**config.mk**
```make
export PLATFORM = sky130hd
export DESIGN_NAME = serial_input_receiver_register
export DESIGN_NICKNAME = d
export VERILOG_FILES = /design/src/rtl/serial_input_receiver_register.sv
export SDC_FILE = /design/constraint.sdc
export NUM_CORES = 1
export LEC_CHECK = 0
export CORE_ASPECT_RATIO = 1.2
export CORE_MARGIN = 2
export CORE_UTILIZATION = 50
export DETAILED_ROUTE_END_ITERATION = 12
export DONT_BUFFER_PORTS = 1
export GPL_ROUTABILITY_DRIVEN = 0
export GPL_TIMING_DRIVEN = 1
export PLACE_DENSITY = 0.77
export RECOVER_POWER = 100
export SYNTH_ARGS = -nofsm -noshare
export SYNTH_HDL_FRONTEND = slang
export SYNTH_SLANG_ARGS = --single-unit
```
**constraint.sdc**
```tcl
create_clock -name clk -period 1.7 [get_ports clk]
set_clock_uncertainty 0.1 [all_clocks]
set_input_delay 0.255 -clock clk [delete_from_list [all_inputs] [get_ports clk]]
set_output_delay 0.255 -clock clk [all_outputs]
set_load 0.01 [all_outputs]
```
**src/rtl/serial_input_receiver_register.sv**
```systemverilog
// ============================================================================
// Module      : serial_input_receiver_register
// Description : Serial-in / parallel-out receiver with valid/ack handshake
//               and a sticky overrun flag.
// Revision    : 1.0 - initial release
// ============================================================================
`default_nettype none

module serial_input_receiver_register #(
  parameter int WIDTH     = 8,
  parameter bit LSB_FIRST = 1'b1
) (
  input  logic                     clk,
  input  logic                     rst,
  input  logic                     en,
  input  logic                     sin,
  input  logic                     ack,
  output logic [WIDTH-1:0]         p_out,
  output logic                     valid,
  output logic                     overrun,
  output logic [WIDTH-1:0]         status,
  output logic [$clog2(WIDTH)-1:0] bit_cnt
);

  localparam int                 c_CNT_W = $clog2(WIDTH);
  localparam logic [c_CNT_W-1:0] c_LAST  = c_CNT_W'(WIDTH - 1);
  localparam logic [c_CNT_W-1:0] c_ONE   = c_CNT_W'(1);

  logic [WIDTH-1:0]   r_status;
  logic [WIDTH-1:0]   r_p_out;
  logic               r_valid;
  logic               r_overrun;
  logic [c_CNT_W-1:0] r_cnt;

  logic [WIDTH-1:0]   w_shift;
  logic               w_done;

  generate
    if (LSB_FIRST) begin : g_lsb_first
      assign w_shift = {sin, r_status[WIDTH-1:1]};
    end else begin : g_msb_first
      assign w_shift = {r_status[WIDTH-2:0], sin};
    end
  endgenerate

  // The explicit wrap keeps non-power-of-2 widths correct.
  assign w_done = en && (r_cnt == c_LAST);

  always_ff @(posedge clk) begin
    if (rst) begin
      r_status  <= '0;
      r_p_out   <= '0;
      r_valid   <= 1'b0;
      r_overrun <= 1'b0;
      r_cnt     <= '0;
    end else begin
      if (en) begin
        r_status <= w_shift;
        r_cnt    <= w_done ? '0 : r_cnt + c_ONE;
      end
      if (w_done) begin
        r_p_out <= w_shift;
        r_valid <= 1'b1;
        if (r_valid && !ack) begin
          r_overrun <= 1'b1;
        end
      end else if (r_valid && ack) begin
        r_valid <= 1'b0;
      end
    end
  end

  assign p_out   = r_p_out;
  assign valid   = r_valid;
  assign overrun = r_overrun;
  assign status  = r_status;
  assign bit_cnt = r_cnt;

endmodule

`default_nettype wire

```
Word-level counts from Yosys, hierarchy flattened:

Index checks and enable logic that the tools add are counted.

* register bits: 21
* output and inout port bits: 21
* bits of input ports: 5

* equality and inequality tests: 1
* mux-type cells: 3
* reductions and logical operators: 6
* add/subtract/negate cells: 1

Operators by type and width (number)
* $add A3 B1 Y3 const B: 1
* $eq A3 B3 Y1 const B: 1
* $logic_and A1 B1 Y1: 3
* $mux W3: 1
* $mux W1: 2
* $reduce_and A2 Y1: 1
* $reduce_bool A2 Y1: 1
* $logic_not A1 Y1: 1

Longest topological paths before layout:

* word-level depth: 3
* depth in mapped cells: 6
* depth with buffers taken out: 4

Worst setup path before layout:

Ideal clock, no wire load.

* path kind: register to register
* start: reg r_cnt[0], in the netlist bit_cnt[0]
* end: reg r_overrun, in the netlist overrun
* data arrival time: 1.132 ns
* stages on the path, launching flop included: 7
* period minus slack after synthesis: 1.365 ns
* setup slack: 0.335 ns
* buffers on the path: 2
* library setup time: 0.132 ns
* path through: dfxtp_1 ha_1 ha_1 buf_4 buf_6 nand4b_1 a21oi_1

* longest elaborated chain between the ends: 3

RTL lines
* from (decl): line 33 `logic [c_CNT_W-1:0] r_cnt;`
* from (signal assigned): line 59 `r_cnt <= w_done ? '0 : r_cnt + c_ONE;`
* $eq A3 B3 Y1: line 47 `assign w_done = en && (r_cnt == c_LAST);`
* $logic_and A1 B1 Y1: line 47
* $reduce_and A2 Y1 (no source line)
* to (signal assigned): line 54 `r_overrun <= 1'b0;`
* to (signal assigned): line 65 `r_overrun <= 1'b1;`
* to (decl): line 32 `logic r_overrun;`

Every way passes these cells.
A chain may end at the register's enable or synchronous reset.

Worst setup path in the final report:

* start: reg r_cnt[0], in the netlist bit_cnt[0]
* end: reg r_p_out[2], in the netlist p_out[2]

* longest elaborated chain between the ends: 2

RTL lines
* $eq A3 B3 Y1: line 47
* $logic_and A1 B1 Y1: line 47
* to (signal assigned): line 62 `r_p_out <= w_shift;`
* to (decl): line 30 `logic [WIDTH-1:0] r_p_out;`

Every way passes these cells.

==> results_dict.tcl <==
set metrics [dict create \
    outcome "complete, but fails checks" \
    violations "negative hold slack" \
    multiInputGateArea_um2 377 \
    critPathLaunchType "flop" \
    dp_hpwl_um 983 \
    grt_antenna_before_repair 0 \
    powerDensity_nw_per_um2 877 \
    drive_gt1_share_pct 4.71 \
    synth_top_area_share_pct 49.8 \
    hold_path_class "input pin to flop" \
    std_cell_rows 16 \
    cp-startpoint "bit_cnt[0]$_SDFFE_PP0P_" \
    register_area_um2 420 \
    hold_end "status[7]$_SDFFE_PP0P_" \
    path_cells "ha_1 -> ha_1 -> buf_12 -> a21bo_1 -> a21oi_1" \
    hold_viol_final 2 \
    power.leakage_nw 0.349 \
    maxCapViolCount 0 \
    grt.total_usage_pct 17.1 \
    rr_startpoint "bit_cnt[0]$_SDFFE_PP0P_" \
    cp.depth 5 \
    clockRootBuffer "clkbuf_4" \
    crit_path_top_delay_cell "dfxtp_1" \
    coreArea_um2 1600 \
    drt_iter0_markers 3 \
    postSynthCellCount 84 \
    hold_depth 2 \
    slowest_delay_ns 0.38 \
    syn2layout_area_growth_pct 6.52 \
    clockBufferDepth 2 \
    dieArea_um2 2040 \
    ctsResizeCount 0 \
    clkSlewWorstSetupHoldPaths_ns 0.12 \
    syn_area_per_cell_um2 10.1 \
    clock_sinks 21 \
    post-route-period-util_pct 86.4 \
    crit_arrival_ns 1.60 \
    worst_setup_path_end_kind "flop" \
    fmax_mhz 681 \
    crit_family "adder cells" \
    grt_pass1_vias 567 \
    slew_viol_final 0 \
    rsz0062_at_grt "false" \
    ys_seq_elements 21 \
    crit_top_cell "ha_1" \
    htree_levels 1 \
    die_h_um 49.0 \
    first_pass_iters 2 \
    num_antenna_cells 0 \
    layout_min_cycle_time_ns 1.47 \
    vdd_ir_drop_max_v 0.000490 \
    portBuffers 0 \
    hold_ws_ns -0.00265 \
    synth_edf_count 0 \
    reg2reg_to "p_out[2]$_SDFFE_PP0P_" \
    synth_area_leaders "dfxtp_1 50%, mux2i_1 11%, a21bo_1 9.5%, a21oi_1 7.1%, nand3_1 4.7%" \
    clock_latency_ns 0.31 \
    regToRegSetupSlack_ns 0.23 \
    ios 26 \
    slew_headroom_pct 49.6 \
    nets 93 \
    yosys-top-cells-count "21 x dfxtp_1, 12 x a21oi_1, 9 x mux2i_1, 9 x nor2_1" \
    fin_area_um2 900 \
    initial_core_util_pct 52.7 \
    routed_wl_mm 1.62 \
    crit_path_max_fanout 19 \
    drc 0 \
    syn-cell-area_um2 845 \
    ys_seq_area_share_pct 49.8 \
    filler_cell_count 160 \
    dr_total_vias 601 \
    drt-wirelength-per-cell_um 15.7 \
    crit_buf_inv 1 \
    via_per_inst 5.83 \
    hold_start "sin" \
    yosysWarnings 0 \
    antenna_left 0 \
    setup_viol 0 \
    path_class "flop to flop" \
    yosysMostFrequentCell "dfxtp_1" \
    tightest_slew_ns 0.753 \
    power_mw 0.789 \
    grt_pass1_wl_mm 2.69 \
    overflow 0 \
    synth_nets 91 \
    grt_start_max_net_pins 22 \
    synthArstFlopShare_pct 0 \
    ff2ff_path_depth 5 \
    fin_tns_setup_ns 0 \
    synth_top_flop_cell "dfxtp_1" \
    yosysTopAreaCell "dfxtp_1" \
    post_dp_cell_area_um2 843 \
    tritoncts "done" \
    synth.distinct_cells 17 \
    cts_buffers 3 \
    die_w_um 41.5 \
    cp.required_ns 1.84 \
]
-- per-stage QoR --
step                      setup WS [ns]  util [%]  std cells
after global placement            0.293      52.7         96
after floorplan                   0.335         -         84
after global routing              0.137      56.2        103
after detailed placement          0.249      52.7         96
final                             0.231      56.2        103
after CTS                         0.213      55.5        102
-- per-layer routing --
layer	vias up	track usage [%]	part of all wire, %
met3	4	5.56	5.1
met1	291	20.3	42
met2	14	26.8	51
li1	292	-	-
met5	-	0	0
met4	0	9.68	2.2
-- layout make-up --
cell class / instances / share of cell area (%)
Sequential cell: 21 / 46.7
Multi-Input combinational cell: 55 / 41.9
Tap cell: 18 / 2.50
Inverter: 1 / 0.417
Timing Repair Buffer: 4 / 5.56
Clock buffer: 4 / 2.92
-- logic make-up (layout without fill, tap and decap cells) --
family | count (synthesis) | after routing | share of synthesized area [%]
AND/OR/NAND/NOR | 24 | 24 | 14.4
flip-flops | 21 | 21 | 49.8
AO/OA/AOI/OAI | 20 | 20 | 16.6
multiplexers | 9 | 9 | 10.7
buffers and inverters | 8 | 9 | 5.63
adder cells (fa/ha/maj) | 2 | 2 | 2.96
-- sequential cells by signal, indices dropped and copies added, names as in the netlist --
signal and cells:
status 8, p_out 8, overrun 1, bit_cnt 3
valid 1
-- cell usage in the layout, fill, tap and decap left out --
cell	count
dfxtp_1	21
a21oi_1	12
clkbuf_1	1
clkbuf_4	3
nand4b_1	1
a21bo_1	8
inv_1	1
nand2_1	1
buf_12	1
mux2i_1	9
nand3_1	8
nor2_1	9
nand2b_1	3
ha_1	2
dlygate4sd3_1	3
nand3b_1	1
or3b_1	1
-- report_power, final --
group          switching [mW]  internal (mW)  leakage, nW
Combinational          0.0191         0.0177        0.165
Sequential             0.0104          0.499        0.170
Clock                   0.151         0.0916       0.0150
-- what timing repair did --
item,CTS,global route
buffers inserted,0,0
hold buffers,2,1
hold endpoints to repair,21,2
-- worst reg2reg max path: stages (launching register included) --
cell     delay, ns
dfxtp_1       0.38
ha_1          0.22
ha_1          0.22
buf_12        0.16
a21bo_1       0.19
a21oi_1       0.13
-- worst max-delay path by stage --
stage               slack (ns)               endpoint
finish                    0.23  p_out[2]$_SDFFE_PP0P_
CTS                       0.21  p_out[3]$_SDFFE_PP0P_
detailed placement        0.25  p_out[3]$_SDFFE_PP0P_
floorplan                 0.34   overrun$_SDFFE_PP0P_
global placement          0.29  p_out[3]$_SDFFE_PP0P_
global route              0.14  p_out[6]$_SDFFE_PP0P_
Note: power is estimated with default switching activity, not from simulation.
